$ cat src/rtl/sorteio_loteria.sv
// ============================================================================
// Module   : sorteio_loteria
// Brief    : Draws a five-digit BCD number from a free-running LFSR and sends it
//            digit by digit on the num/insert/finish checker interface.
//            Build option: SORTEIO_FIXED_EN loads the house number 5-0-9-6-7.
// Revision : 1.0 - initial release
// ============================================================================
`default_nettype none

module sorteio_loteria #(
    parameter int          GAP  = 4,
    parameter logic [15:0] SEED = 16'hACE1
) (
    input  logic        clk,
    input  logic        reset,
    input  logic        start,
    output logic [3:0]  num,
    output logic        insert,
    output logic        finish,
    output logic        busy,
    output logic        done,
    output logic [19:0] digits
);

    typedef enum logic [2:0] {
        S_IDLE = 3'd0,
        S_DRAW = 3'd1,
        S_SEND = 3'd2,
        S_GAP  = 3'd3,
        S_FIN  = 3'd4,
        S_DONE = 3'd5
    } state_t;

    // An all-zero seed would lock the LFSR, so it is replaced by 1.
    localparam logic [15:0] c_SEED     = (SEED == 16'h0000) ? 16'h0001 : SEED;
    localparam logic [3:0]  c_GAP_LAST = 4'(GAP - 1);

    state_t      r_state;
    logic [15:0] r_lfsr;
    logic [2:0]  r_idx;
    logic [3:0]  r_gap_cnt;
    logic [3:0]  r_slot [5];
    logic [3:0]  r_num;
    logic        r_insert;
    logic        r_finish;
    logic        r_busy;
    logic        r_done;

    logic        w_fb;
    logic [2:0]  w_idx_nxt;

    // Taps for x^16 + x^14 + x^13 + x^11 + 1, shifting left.
    assign w_fb      = r_lfsr[15] ^ r_lfsr[13] ^ r_lfsr[12] ^ r_lfsr[10];
    assign w_idx_nxt = r_idx + 3'd1;

`ifndef SORTEIO_FIXED_EN
    logic [3:0] w_sample;
    assign w_sample = r_lfsr[3:0];
`endif

    always_ff @(posedge clk) begin
        if (reset) begin
            r_state   <= S_IDLE;
            r_lfsr    <= c_SEED;
            r_idx     <= 3'd0;
            r_gap_cnt <= 4'd0;
            for (int i = 0; i < 5; i++) begin
                r_slot[i] <= 4'd0;
            end
            r_num     <= 4'd0;
            r_insert  <= 1'b0;
            r_finish  <= 1'b0;
            r_busy    <= 1'b0;
            r_done    <= 1'b0;
        end else begin
            r_lfsr   <= {r_lfsr[14:0], w_fb};
            r_insert <= 1'b0;
            r_finish <= 1'b0;
            case (r_state)
                S_IDLE, S_DONE: begin
                    if (start) begin
                        r_state <= S_DRAW;
                        r_idx   <= 3'd0;
                        for (int i = 0; i < 5; i++) begin
                            r_slot[i] <= 4'd0;
                        end
                        r_busy  <= 1'b1;
                        r_done  <= 1'b0;
                    end
                end
                S_DRAW: begin
`ifdef SORTEIO_FIXED_EN
                    r_slot[0] <= 4'd5;
                    r_slot[1] <= 4'd0;
                    r_slot[2] <= 4'd9;
                    r_slot[3] <= 4'd6;
                    r_slot[4] <= 4'd7;
                    r_idx     <= 3'd0;
                    r_num     <= 4'd5;
                    r_insert  <= 1'b1;
                    r_state   <= S_SEND;
`else
                    // Samples of 10..15 are dropped so every digit stays BCD.
                    if (w_sample <= 4'd9) begin
                        r_slot[r_idx] <= w_sample;
                        if (r_idx == 3'd4) begin
                            r_idx    <= 3'd0;
                            r_num    <= r_slot[0];
                            r_insert <= 1'b1;
                            r_state  <= S_SEND;
                        end else begin
                            r_idx <= w_idx_nxt;
                        end
                    end
`endif
                end
                S_SEND: begin
                    r_gap_cnt <= c_GAP_LAST;
                    r_state   <= S_GAP;
                end
                S_GAP: begin
                    if (r_gap_cnt != 4'd0) begin
                        r_gap_cnt <= r_gap_cnt - 4'd1;
                    end else if (r_idx == 3'd4) begin
                        r_finish <= 1'b1;
                        r_state  <= S_FIN;
                    end else begin
                        r_idx    <= w_idx_nxt;
                        r_num    <= r_slot[w_idx_nxt];
                        r_insert <= 1'b1;
                        r_state  <= S_SEND;
                    end
                end
                S_FIN: begin
                    r_busy  <= 1'b0;
                    r_done  <= 1'b1;
                    r_state <= S_DONE;
                end
                default: begin
                    r_busy  <= 1'b0;
                    r_done  <= 1'b0;
                    r_state <= S_IDLE;
                end
            endcase
        end
    end

    assign num    = r_num;
    assign insert = r_insert;
    assign finish = r_finish;
    assign busy   = r_busy;
    assign done   = r_done;
    assign digits = {r_slot[0], r_slot[1], r_slot[2], r_slot[3], r_slot[4]};

endmodule

`default_nettype wire
$ cat config.mk
export PLATFORM = sky130hd
export DESIGN_NAME = sorteio_loteria
export DESIGN_NICKNAME = d
export VERILOG_FILES = /design/src/rtl/sorteio_loteria.sv
export SDC_FILE = /design/constraint.sdc
export NUM_CORES = 1
export LEC_CHECK = 0
export CORE_UTILIZATION = 31
export CTS_BUF_LIST = sky130_fd_sc_hd__clkbuf_2
export CTS_CLUSTER_DIAMETER = 150
export CTS_CLUSTER_SIZE = 30
export DETAILED_ROUTE_END_ITERATION = 16
export GPL_ROUTABILITY_DRIVEN = 0
export SYNTH_ARGS = -nofsm -noshare
export SYNTH_HDL_FRONTEND = slang
export SYNTH_SLANG_ARGS = --single-unit
$ cat constraint.sdc
create_clock -name clk -period 2.2 [get_ports clk]
set_input_delay 0.44 -clock clk [delete_from_list [all_inputs] [get_ports clk]]
set_output_delay 0.44 -clock clk [all_outputs]
set_load 0.01 [all_outputs]
### Word-level counts from Yosys, hierarchy flattened

Memories as Yosys holds them, arrays and structs flattened.
Index checks and enable logic that the tools add are counted.
W data, S select, Z words.

| word-level totals | value |
|---|---|
| RAM bits | 20 |
| flip-flop bits (word level) | 34 |
| bits in latches | 0 |
| memories kept | 1 |
| bits in read-only memories | 0 |
| output and inout port bits | 28 |

Memories:

| name | words | width | rd ports | clocked after Yosys merged registers in | wr ports | line | RTL |
|---|---|---|---|---|---|---|---|
| r_slot | 5 | 4 | 6 | 0 | 5 | 42 | `logic [3:0] r_slot [5];` |

| cells by class | value |
|---|---|
| $lt $le $gt $ge | 1 |
| multipliers | 0 |
| reduce and logical (&&, ||, !) cells | 14 |
| divide/modulo/power cells | 0 |
| $add $sub $neg | 2 |
| equal/unequal tests | 12 |
| mux-type cells | 46 |
| bitwise gates (word level) | 10 |
| shifts and indexed selects | 0 |

Operators with widths:

| cell | number |
|---|---|
| $mux W4 | 11 |
| $mux W3 | 11 |
| $mux W1 | 17 |
| $pmux W4 S2 | 2 |
| $pmux W3 S5 | 1 |
| $ne A2 B2 Y1 const B | 6 |
| $reduce_and A5 Y1 | 2 |
| $eq A3 B3 Y1 const B | 3 |
| $pmux W3 S3 | 1 |
| $eq A3 B2 Y1 const B | 2 |
| $reduce_or A3 Y1 | 2 |
| $or A1 B1 Y1 | 5 |
| $le A4 B4 Y1 const B | 1 |
| $pmux W1 S2 | 2 |
| $reduce_and A2 Y1 | 2 |
| $reduce_and A4 Y1 | 1 |
| $reduce_bool A2 Y1 | 2 |
| $reduce_bool A4 Y1 | 1 |
| $reduce_or A4 Y1 | 1 |
| $sub A4 B1 Y4 const B | 1 |
| $add A3 B1 Y3 const B | 1 |
| $eq A3 B1 Y1 const B | 1 |
| $logic_not A3 Y1 | 1 |
| $pmux W1 S3 | 1 |
| other kinds (4) | 7 |

### Longest topological paths before layout

Gate-level depths: netlist (run 1).

| logic depth | value |
|---|---|
| depth after elaboration | 7 |
| depth in mapped cells | 8 |
| depth with buffers taken out | 6 |

### Worst setup path before layout (run 1)

OpenSTA, ideal clock, no wires.

| timing | value |
|---|---|
| path kind | register -> register |
| from | register r_idx[0] |
| to | register r_num[3] (netlist: num[3]) |
| cell stages (with the launch flop) | 8 |
| path slack | 123 ps |
| buffers on the path | 2 |
| arrival time | 1944 ps |
| period minus slack after synthesis | 2077 ps |
| setup time | 133 ps |
| cells stage by stage | dfxtp_1 clkbuf_1 inv_2 ha_1 buf_2 mux4_2 mux2i_1 o221ai_1 |

| on the way | value |
|---|---|
| cells in the longest elaborated chain, start to end | 5 |

Ends and longest elaborated chain:

| item | line | RTL |
|---|---|---|
| start, declared | 40 | `logic [2:0] r_idx;` |
| start signal, assigned | 112 | `r_idx <= w_idx_nxt;` |
| start signal, assigned | 128 | `r_idx <= w_idx_nxt;` |
| $add A3 B1 Y3 | 54 | `assign w_idx_nxt = r_idx + 3'd1;` |
| $mem_v2 Z5 W4 | - |  |
| $mux W4 | 124 | `end else if (r_idx == 3'd4) begin` |
| $mux W4 | 122 | `if (r_gap_cnt != 4'd0) begin` |
| $pmux W4 S2 | 79 | `case (r_state)` |
| end signal, assigned | 108 | `r_num <= r_slot[0];` |
| end signal, assigned | 129 | `r_num <= r_slot[w_idx_nxt];` |
| end, declared | 43 | `logic [3:0] r_num;` |

Parallel ways exist; a longest one is shown, timed or not. The select of a mux whose other input is x is not followed.
A chain may end at the register's enable or synchronous reset.

### Final worst setup path (run 1)

Same ends and word-level chain as after synthesis.

==> impl_metrics.env, run 1 <==
export IMPL_grt_antenna_before_repair=0
export IMPL_totalWireLength_um=6610
export IMPL_fin_cells=415
export IMPL_rsz0062_at_grt="false"
export IMPL_first_pass_iters=4
export IMPL_r2r_end="num[3]"
export IMPL_whs_ns=0.417
export IMPL_fin_nets=305
export IMPL_syn_avg_cell_area_um2=11.7
export IMPL_end_kind="register"
export IMPL_die_y_um=99.1
export IMPL_gr_total_overflow=0
export IMPL_status="completed"
export IMPL_cts_tree="done"
export IMPL_globalRouteMet2Util_pct=22.9
export IMPL_cts_root_buffer_cell="clkbuf_2"
export IMPL_async_flop_share_pct=0
export IMPL_wl_per_cell_um=15.9
export IMPL_clock_latency_ns=0.52
export IMPL_p_switching_w=0.000645
export IMPL_crit_path_start="r_idx[0]"
export IMPL_r2r_slack_ns=0.17
export IMPL_vdd_drop_max_uv=333
export IMPL_finalPower_w=0.00263
export IMPL_worstSetupPathType="register to register"
export IMPL_combPwrFrac_pct=10.9
export IMPL_arrival_ns=2.42
export IMPL_io_buffer_count=30
export IMPL_syn_inst=249
export IMPL_cts_sinks=66
export IMPL_cts_resized=0
export IMPL_top_usage_layer="met2"
export IMPL_hold_buffers=0
export IMPL_num_vias=2076
export IMPL_place_worst_setup_slack_ns=-0.0120
export IMPL_area_growth_pct=24.5
export IMPL_ant_nets=0
export IMPL_grt_pass1_wl_um=10800
export IMPL_cts_buffers=9
export IMPL_p_leak_nw=1.35
export IMPL_dr_first_iter_drc_count=100
export IMPL_postCtsSetupBuffers=0
export IMPL_syn_nets=255
export IMPL_dp_hpwl_um=4710
export IMPL_synthFlopType="dfxtp_1"
export IMPL_drive_above_1_share_pct=18.8
export IMPL_coreArea_um2=9200
export IMPL_gr_usage_all_layers_pct=14.7
export IMPL_grt_start_max_net_pins=30
export IMPL_ys_warn_count=0
export IMPL_die_w_um=99.1
export IMPL_start_kind="register"
export IMPL_hold_viol_final=0
export IMPL_ys_ff_latch=66
export IMPL_internal_power_w=0.00199
export IMPL_cp_required_ns=2.59
export IMPL_setup_violations=0
export IMPL_grt_pass1_vias=2098
export IMPL_met1_usage_pct=18.7
export IMPL_timing_fmax_mhz=492
export IMPL_min_path_type="register to register"
export IMPL_worstMarginPinSlew_ns=0.528
export IMPL_crit_end="num[3]"
export IMPL_slew_violations=0
export IMPL_place_inst=399
export IMPL_path_max_fanout=8
export IMPL_diodes=0
export IMPL_synth_edff_count=32
export IMPL_fin_crit_ns=2.03
export IMPL_yosysUniqueCellTypes=47
export IMPL_htree_levels=3
export IMPL_relSlewSlack_pct=64.5
export IMPL_fin_ws_ns=0.166
export IMPL_vias_per_cell=5.00
export IMPL_seq_power_share_pct=52.9
export IMPL_fin_skew_ns=0.0267
export IMPL_synthesis_area_um2=2930
export IMPL_rows=35
export IMPL_ios=31
export IMPL_sw_frac_of_total_pct=24.5
export IMPL_post_route_period_util_pct=92.5
export IMPL_start_util_pct=31.8
export IMPL_met3_usage_pct=3.23
export IMPL_timing_rr_start="r_idx[0]"
export IMPL_p_per_area_nw_per_um2=723
export IMPL_clk_path_buf_depth=2
export IMPL_maxCapViolCount=0
export IMPL_yosysSeqAreaShare_pct=56.1
export IMPL_design_die_area_um2=9830
export IMPL_rr_worst_depth=6
export IMPL_clk_pin_slew_ns=0.19
export IMPL_drc=0
export IMPL_clockPowerShare_pct=36.2
[critical path, cell delays in order (launching register included)]
cell and delay [ns]:
dfxtp_1 0.53, inv_2 0.07, ha_1 0.30, buf_4 0.15, mux4_2 0.52, mux2i_1 0.20, o221ai_1 0.15
[cell usage in the layout, fill, tap and decap left out, drive strengths merged, types with 7 or more instances in the layout]
cell type      instances
nand2b                16
or2                    8
nor3                   9
inv                    7
buf                   22
clkdlybuf4s50         30
nor2b                 15
clkbuf                10
edfxtp                32
nand4                  7
dfxtp                 34
and2                  24
mux4                   8
nor2                  11
nor4                   7
[final cells by class]
| type | count | area [um^2] |
|---|---|---|
| Fill cell | 898 | 5560 |
| Sequential cell | 66 | 1640 |
| Multi-Input combinational cell | 163 | 1200 |
| Timing Repair Buffer | 52 | 465 |
| Tap cell | 111 | 139 |
| Clock inverter | 6 | 115 |
| Clock buffer | 10 | 50.0 |
| Inverter | 7 | 26.3 |
[worst min-delay path by stage]
stage               depth (start not counted)         end  slack [ns]        from
finish                                      1  r_lfsr[10]        0.42   r_lfsr[9]
global route                                1  r_lfsr[10]        0.43   r_lfsr[9]
CTS                                         1  r_lfsr[10]        0.43   r_lfsr[9]
detailed placement                          1  r_lfsr[15]        0.39  r_lfsr[14]
global placement                            1  r_lfsr[10]        0.39   r_lfsr[9]
floorplan                                   1  r_lfsr[10]        0.39   r_lfsr[9]
[kinds of logic (layout without fill, tap and decap cells)]
logic type | count (synthesis) | after routing | share of synthesized area, %
simple gates | 113 | 113 | 22.8
flops | 66 | 66 | 56.1
compound gates | 28 | 28 | 7.14
buf+inv | 20 | 75 | 2.74
mux | 13 | 13 | 7.87
xor+xnor | 6 | 6 | 2.05
fa+ha+maj | 3 | 3 | 1.28
[metrics by stage]
step,area [um^2],TNS (ns),utilization (%)
finish,3640,0,39.6
global route,3640,0,39.6
CTS,3640,0,39.6
detailed placement,3480,-0.0477,37.8
global placement,3480,0,37.8
floorplan,2930,0,-
[power by group through the flow]
stage	registers [W]	clock network, W	logic [W]
floorplan	0.00141	0	0.000141
global placement	0.00142	0	0.000283
detailed placement	0.00142	0	0.000286
CTS	0.00139	0.000973	0.000288
global route	0.00140	0.00102	0.000311
finish	0.00139	0.000954	0.000286
[Yosys cell counts, types with 2 or more instances]
master | number | area (um^2)
o21a_1 | 2 | 15.0
inv_1 | 5 | 18.8
nor3_1 | 9 | 45.0
a31oi_1 | 3 | 18.8
nor4_1 | 7 | 43.8
o221ai_1 | 5 | 43.8
nor2_1 | 11 | 41.3
dfxtp_1 | 34 | 681
xor2_1 | 4 | 35.0
nand3_1 | 4 | 20.0
a21oi_1 | 3 | 15.0
o22ai_1 | 2 | 12.5
mux2i_1 | 5 | 50.1
ha_1 | 3 | 37.5
mux4_2 | 8 | 180
inv_2 | 2 | 7.51
a211oi_1 | 3 | 22.5
clkbuf_1 | 8 | 30.0
edfxtp_1 | 32 | 961
or2_2 | 7 | 43.8
nand2_1 | 5 | 18.8
nand2b_1 | 16 | 100
nand4_1 | 7 | 43.8
and3b_1 | 2 | 17.5
and2_1 | 23 | 144
buf_2 | 4 | 20.0
nor2b_1 | 15 | 93.8
[routing by layer]
metal  wire length [um]  vias to the layer above
met1               2980                      978
li1                   -                     1017
met4                255                        0
met2               3030                       61
met5                  0                        -
met3                347                       20
[state kept, by name, summed over array words and instances (netlist names)]
signal and cells:
busy 1, done 1, finish 1, insert 1, num 4, r_gap_cnt 4, r_idx 3, r_lfsr 16
r_slot 32, r_state 3
Note: power is estimated with default switching activity, not from simulation.
==> run 2, diff against run 1 <==
Settings changed: CORE_UTILIZATION 31 to 35, PLACE_DENSITY set to 0.61.
==> run 2 against run 1 <==
Effect of this change:
- largest cell class unchanged
- critical path type is now register to output port
- via count rose by 0.34%
- global-route usage grew 1.4 points
- flip-flop and latch count is the same
- clock skew shrank 0.0012 ns
==> impl_metrics.env, run 2 (same netlist as run 1, synthesis figures left out) <==
export IMPL_cts_resized=0
export IMPL_end_kind="output port"
export IMPL_placed_area_um2=3490
export IMPL_wl_per_cell_um=15.6
export IMPL_htree_levels=3
export IMPL_num_vias=2083
export IMPL_postCtsSetupBuffers=0
export IMPL_cts_sinks=66
export IMPL_sw_frac_of_total_pct=26.1
export IMPL_first_pass_iters=4
export IMPL_ios=31
export IMPL_final_common_cell="dfxtp_1"
export IMPL_fin_setup_tns_ns=0
export IMPL_vias_per_cell=5.09
export IMPL_rows=32
export IMPL_fin_crit_ns=1.95
export IMPL_path_max_fanout=2
export IMPL_cp_required_ns=1.76
export IMPL_worst_path_buf_inv=1
export IMPL_timing_rr_start="r_gap_cnt[0]"
export IMPL_final_cell_mix="dfxtp_1 (34), edfxtp_1 (32), clkdlybuf4s50_1 (30)"
export IMPL_die_y_um=93.4
export IMPL_slew_violations=0
export IMPL_whs_ns=0.431
export IMPL_grt_pass1_vias=2098
export IMPL_vdd_drop_max_uv=325
export IMPL_setup_violations=0
export IMPL_r2r_end="r_state[0]"
export IMPL_whs_endpoint="r_lfsr[10]"
export IMPL_timing_fmax_mhz=512
export IMPL_start_util_pct=37.1
export IMPL_hold_buffers=0
export IMPL_min_path_type="register to register"
export IMPL_relSlewSlack_pct=65.9
export IMPL_grt_pass1_wl_um=10400
export IMPL_slowest_delay_ns=0.56
export IMPL_worstMarginPinSlew_ns=0.510
export IMPL_gr_total_overflow=0
export IMPL_cts_root_buffer_cell="clkbuf_2"
export IMPL_p_switching_w=0.000623
export IMPL_arrival_ns=1.51
export IMPL_design_die_area_um2=8730
export IMPL_combPwrFrac_pct=12.2
export IMPL_dp_hpwl_um=4510
export IMPL_gr_usage_all_layers_pct=16.1
export IMPL_ant_nets=0
export IMPL_post_route_period_util_pct=88.7
export IMPL_drive_above_1_share_pct=19.5
export IMPL_top_register="r_slot"
export IMPL_grt_start_max_net_pins=24
export IMPL_internal_power_w=0.00176
export IMPL_cp_slowest_cell="clkdlybuf4s50_1"
export IMPL_status="completed"
export IMPL_crit_chain="clkdlybuf4s50_1"
export IMPL_die_w_um=93.4
export IMPL_p_leak_nw=1.34
export IMPL_clk_path_buf_depth=2
export IMPL_min_delay_start="r_lfsr[9]"
export IMPL_p_per_area_nw_per_um2=661
export IMPL_largest_reg_flops=32
export IMPL_area_growth_pct=23.2
export IMPL_io_buffer_count=30
export IMPL_rr_worst_depth=6
export IMPL_design_area_um2=3600
export IMPL_coreArea_um2=7890
export IMPL_clock_latency_ns=0.50
export IMPL_fin_skew_ns=0.0254
export IMPL_hold_viol_final=0
export IMPL_seq_power_share_pct=58.1
export IMPL_clk_pin_slew_ns=0.19
export IMPL_cp_depth=1
export IMPL_r2r_slack_ns=0.25
export IMPL_final_util_pct=45.7
export IMPL_cts_tree="done"
export IMPL_grt_antenna_before_repair=0
export IMPL_start_kind="register"
export IMPL_diodes=0
export IMPL_rsz0062_at_grt="false"
export IMPL_top_regs="r_slot (32), r_lfsr (16)"
export IMPL_holdPathStages=1
export IMPL_dr_first_iter_drc_count=87
export IMPL_drc=0
export IMPL_clockPowerShare_pct=29.7
export IMPL_cts_buffers=9
export IMPL_fin_nets=308
export IMPL_critPathTopFamily="buffers and inverters"
export IMPL_worstSetupPathType="register to output port"
export IMPL_maxCapViolCount=0
export IMPL_totalWireLength_um=6370
==> run 2: cell count changes in the layout (fill, tap and decap cells not counted) <==
cell	previous run	this run
buf_4	22	25
clkinvlp_4	1	2
bufinv_16	3	1
clkinv_2	0	1
==> run 2: cell type report <==
type	instances	area (um^2)
Multi-Input combinational cell	163	1200
Fill cell	729	4280
Timing Repair Buffer	55	488
Sequential cell	66	1640
Tap cell	102	128
Clock buffer	10	50.0
Clock inverter	6	67.6
Inverter	7	26.3
==> run 2: layer usage <==
layer / track usage, % / share of wire (%) / wire (um) / vias up
met3: 4.72 / 4.4 / 282 / 17
met4: 6.54 / 2.6 / 165 / 0
met5: 0 / 0 / 0 / -
met2: 24.4 / 44 / 2830 / 69
li1: - / - / - / 1015
met1: 21.6 / 49 / 3090 / 982
==> run 2: power groups by stage <==
stage	clock network, W	registers, W	logic [W]
final	0.000708	0.00139	0.000290
after global routing	0.000793	0.00139	0.000314
after CTS	0.000732	0.00139	0.000291
after detailed placement	0	0.00141	0.000289
after global placement	0	0.00141	0.000289
after floorplan	0	0.00141	0.000141
==> run 2: worst max-delay path by stage <==
stage	startpoint	end	slack, ns
after floorplan	r_idx[0]	num[3]	0.12
after global placement	start	r_slot[3][2]	0.003
after detailed placement	start	r_slot[3][3]	0.005
after CTS	r_slot[1][0]	digits[12]	0.22
after global routing	r_idx[0]	num[2]	0.12
final	r_slot[1][0]	digits[12]	0.25
==> run 2: per-stage QoR <==
step                instances  power, W  setup slack (ns)
detailed placement        393   0.00170           0.00463
global route              409   0.00250             0.124
floorplan                 249   0.00156             0.123
CTS                       409   0.00241             0.223
finish                    409   0.00238             0.248
global placement          393   0.00170           0.00316
==> run 3, diff against run 2 <==
Settings changed: ABC_AREA set to 1, CAP_MARGIN set to 20, CORE_UTILIZATION 35 to 53, PLACE_DENSITY 0.61 to 0.83.
==> run 3 against run 2 <==
Effect of this change:
- fmax grew 2.3%
- via count grew 16%
- clock power grew 32%
- highest routed layer unchanged
- synthesized cell count grew 45%
- non-clock buffer count shrank 18
- core utilization grew 21 points
- global-route usage grew 7.6 points
- total power grew 88%
- clock skew grew 0.011 ns
- cell count grew 16%
- register-to-register slack gained 0.08 ns
==> impl_metrics.env, run 3 <==
export IMPL_status="completed"
export IMPL_fin_setup_tns_ns=0
export IMPL_fin_nets=406
export IMPL_totalWireLength_um=6210
export IMPL_worst_path_buf_inv=1
export IMPL_critPathTopFamily="buffers and inverters"
export IMPL_path_max_fanout=2
export IMPL_arrival_ns=1.47
export IMPL_synthesis_area_um2=2980
export IMPL_ant_nets=0
export IMPL_maxCapViolCount=0
export IMPL_first_pass_iters=6
export IMPL_yosysTopAreaCellShare_pct=32.2
export IMPL_coreArea_um2=5270
export IMPL_cts_sinks=66
export IMPL_yosysSeqAreaShare_pct=55.1
export IMPL_clk_pin_slew_ns=0.19
export IMPL_fin_skew_ns=0.0366
export IMPL_synth_edff_count=32
export IMPL_syn_nets=368
export IMPL_start_util_pct=56.6
export IMPL_p_leak_nw=1.55
export IMPL_async_flop_share_pct=0
export IMPL_rsz0062_at_grt="false"
export IMPL_dp_hpwl_um=4530
export IMPL_cts_resized=0
export IMPL_nFillCells=426
export IMPL_gr_usage_all_layers_pct=23.7
export IMPL_die_y_um=77.0
export IMPL_multiInputGateArea_um2=1140
export IMPL_yosysUniqueCellTypes=27
export IMPL_synth_common_cells="nand2_1 (94), nor2_1 (67), inv_1 (39)"
export IMPL_worstMarginPinSlew_ns=0.614
export IMPL_holdPathStages=2
export IMPL_grt_pass1_wl_um=10600
export IMPL_cp_depth=1
export IMPL_end_kind="output port"
export IMPL_cp_required_ns=1.76
export IMPL_vias_per_cell=5.08
export IMPL_ys_top_cells_by_area="edfxtp_1 (32%), dfxtp_1 (23%), nand2_1 (12%)"
export IMPL_io_buffer_count=30
export IMPL_final_cell_mix="nand2_1 (94), nor2_1 (67), inv_1 (39)"
export IMPL_ys_warn_count=0
export IMPL_dr_first_iter_drc_count=211
export IMPL_diodes=0
export IMPL_setup_violations=0
export IMPL_fin_cells=475
export IMPL_post_synth_top_count_cell="nand2_1"
export IMPL_grt_antenna_before_repair=0
export IMPL_ios=31
export IMPL_timing_fmax_mhz=524
export IMPL_worstSetupPathType="register to output port"
export IMPL_fin_crit_ns=1.91
export IMPL_cts_root_buffer_cell="clkbuf_2"
export IMPL_rows=26
export IMPL_largest_reg_flops=32
export IMPL_vdd_drop_max_uv=738
export IMPL_design_die_area_um2=5930
export IMPL_rr_worst_depth=6
export IMPL_seq_area_um2=1640
export IMPL_syn_inst=362
export IMPL_grt_start_max_net_pins=24
export IMPL_hold_viol_final=0
export IMPL_die_w_um=77.0
export IMPL_area_growth_pct=18.6
export IMPL_ys_ff_latch=66
export IMPL_drc=0
export IMPL_top_regs="r_slot (32), r_lfsr (16)"
export IMPL_wl_per_cell_um=13.1
export IMPL_htree_levels=3
export IMPL_syn_avg_cell_area_um2=8.24
export IMPL_min_path_type="register to register"
export IMPL_slowest_delay_ns=0.56
export IMPL_place_inst=459
export IMPL_crit_chain="clkdlybuf4s50_1"
export IMPL_gr_total_overflow=0
export IMPL_num_vias=2412
export IMPL_drive_above_1_share_pct=12.1
export IMPL_relSlewSlack_pct=59.1
export IMPL_p_per_area_nw_per_um2=1260
export IMPL_cts_tree="done"
export IMPL_postCtsSetupBuffers=0
export IMPL_clock_latency_ns=0.51
export IMPL_slew_violations=0
export IMPL_hold_buffers=0
export IMPL_cp_slowest_cell="clkdlybuf4s50_1"
export IMPL_clk_path_buf_depth=2
export IMPL_post_route_period_util_pct=86.7
export IMPL_final_common_cell="nand2_1"
export IMPL_top_register="r_slot"
export IMPL_grt_pass1_vias=2267
export IMPL_start_kind="register"
export IMPL_synthFlopType="dfxtp_1"
export IMPL_cts_buffers=9
export IMPL_yosys_area_top_type="edfxtp_1"
==> run 3: area by class of cell <==
| type | instances | area share, % |
|---|---|---|
| Clock buffer | 9 | 1.27 |
| Multi-Input combinational cell | 245 | 32.2 |
| Sequential cell | 66 | 46.4 |
| Timing Repair Buffer | 37 | 9.98 |
| Inverter | 41 | 4.35 |
| Clock inverter | 7 | 3.33 |
| Tap cell | 70 | 2.48 |
==> run 3: layer usage <==
layer / vias to the layer above / global-route usage, % / part of all wire [%]
met5: - / 0 / 0
met4: 0 / 9.43 / 1.3
met3: 8 / 7.50 / 7.4
met2: 90 / 36.6 / 48
met1: 1103 / 30.9 / 43
li1: 1211 / - / -
==> run 3: kinds of logic after synthesis <==
kind of cell | share of synthesized area [%]
and+or+nand+nor | 31.5
AOI/OAI and AO/OA | 4.24
buffers and inverters | 6.76
DFF | 55.1
adders and majority gates | 1.26
xor gates and xnor gates | 1.18
==> run 3: final timing paths <==
check | from | end | slack (ns)
hold reg to reg | r_lfsr[8] | r_lfsr[9] | 0.42
hold / removal | r_lfsr[8] | r_lfsr[9] | 0.42
setup reg to reg | r_idx[1] | num[0] | 0.33
setup / recovery | r_slot[0][0] | digits[16] | 0.29
==> run 3: where the power goes <==
group | total (W) | switching, W | internal [W] | leakage (nW)
Clock | 0.000935 | 0.000445 | 0.000490 | 0.0958
Sequential | 0.00170 | 0.000179 | 0.00152 | 0.605
Combinational | 0.00184 | 0.00118 | 0.000655 | 0.854
Total | 0.00447 | 0.00181 | 0.00266 | 1.55
==> run 3: stage by stage <==
step,setup WS [ns],hold WS [ns],power (W),utilization [%],cell area (um^2)
finish,0.292,0.423,0.00447,67.1,3540
global route,0.0934,0.456,0.00483,67.1,3540
CTS,0.239,0.424,0.00447,67.1,3540
detailed placement,0.0961,0.397,0.00353,64.0,3370
global placement,0.139,0.390,0.00348,64.0,3370
floorplan,0.474,0.388,0.00296,-,2980
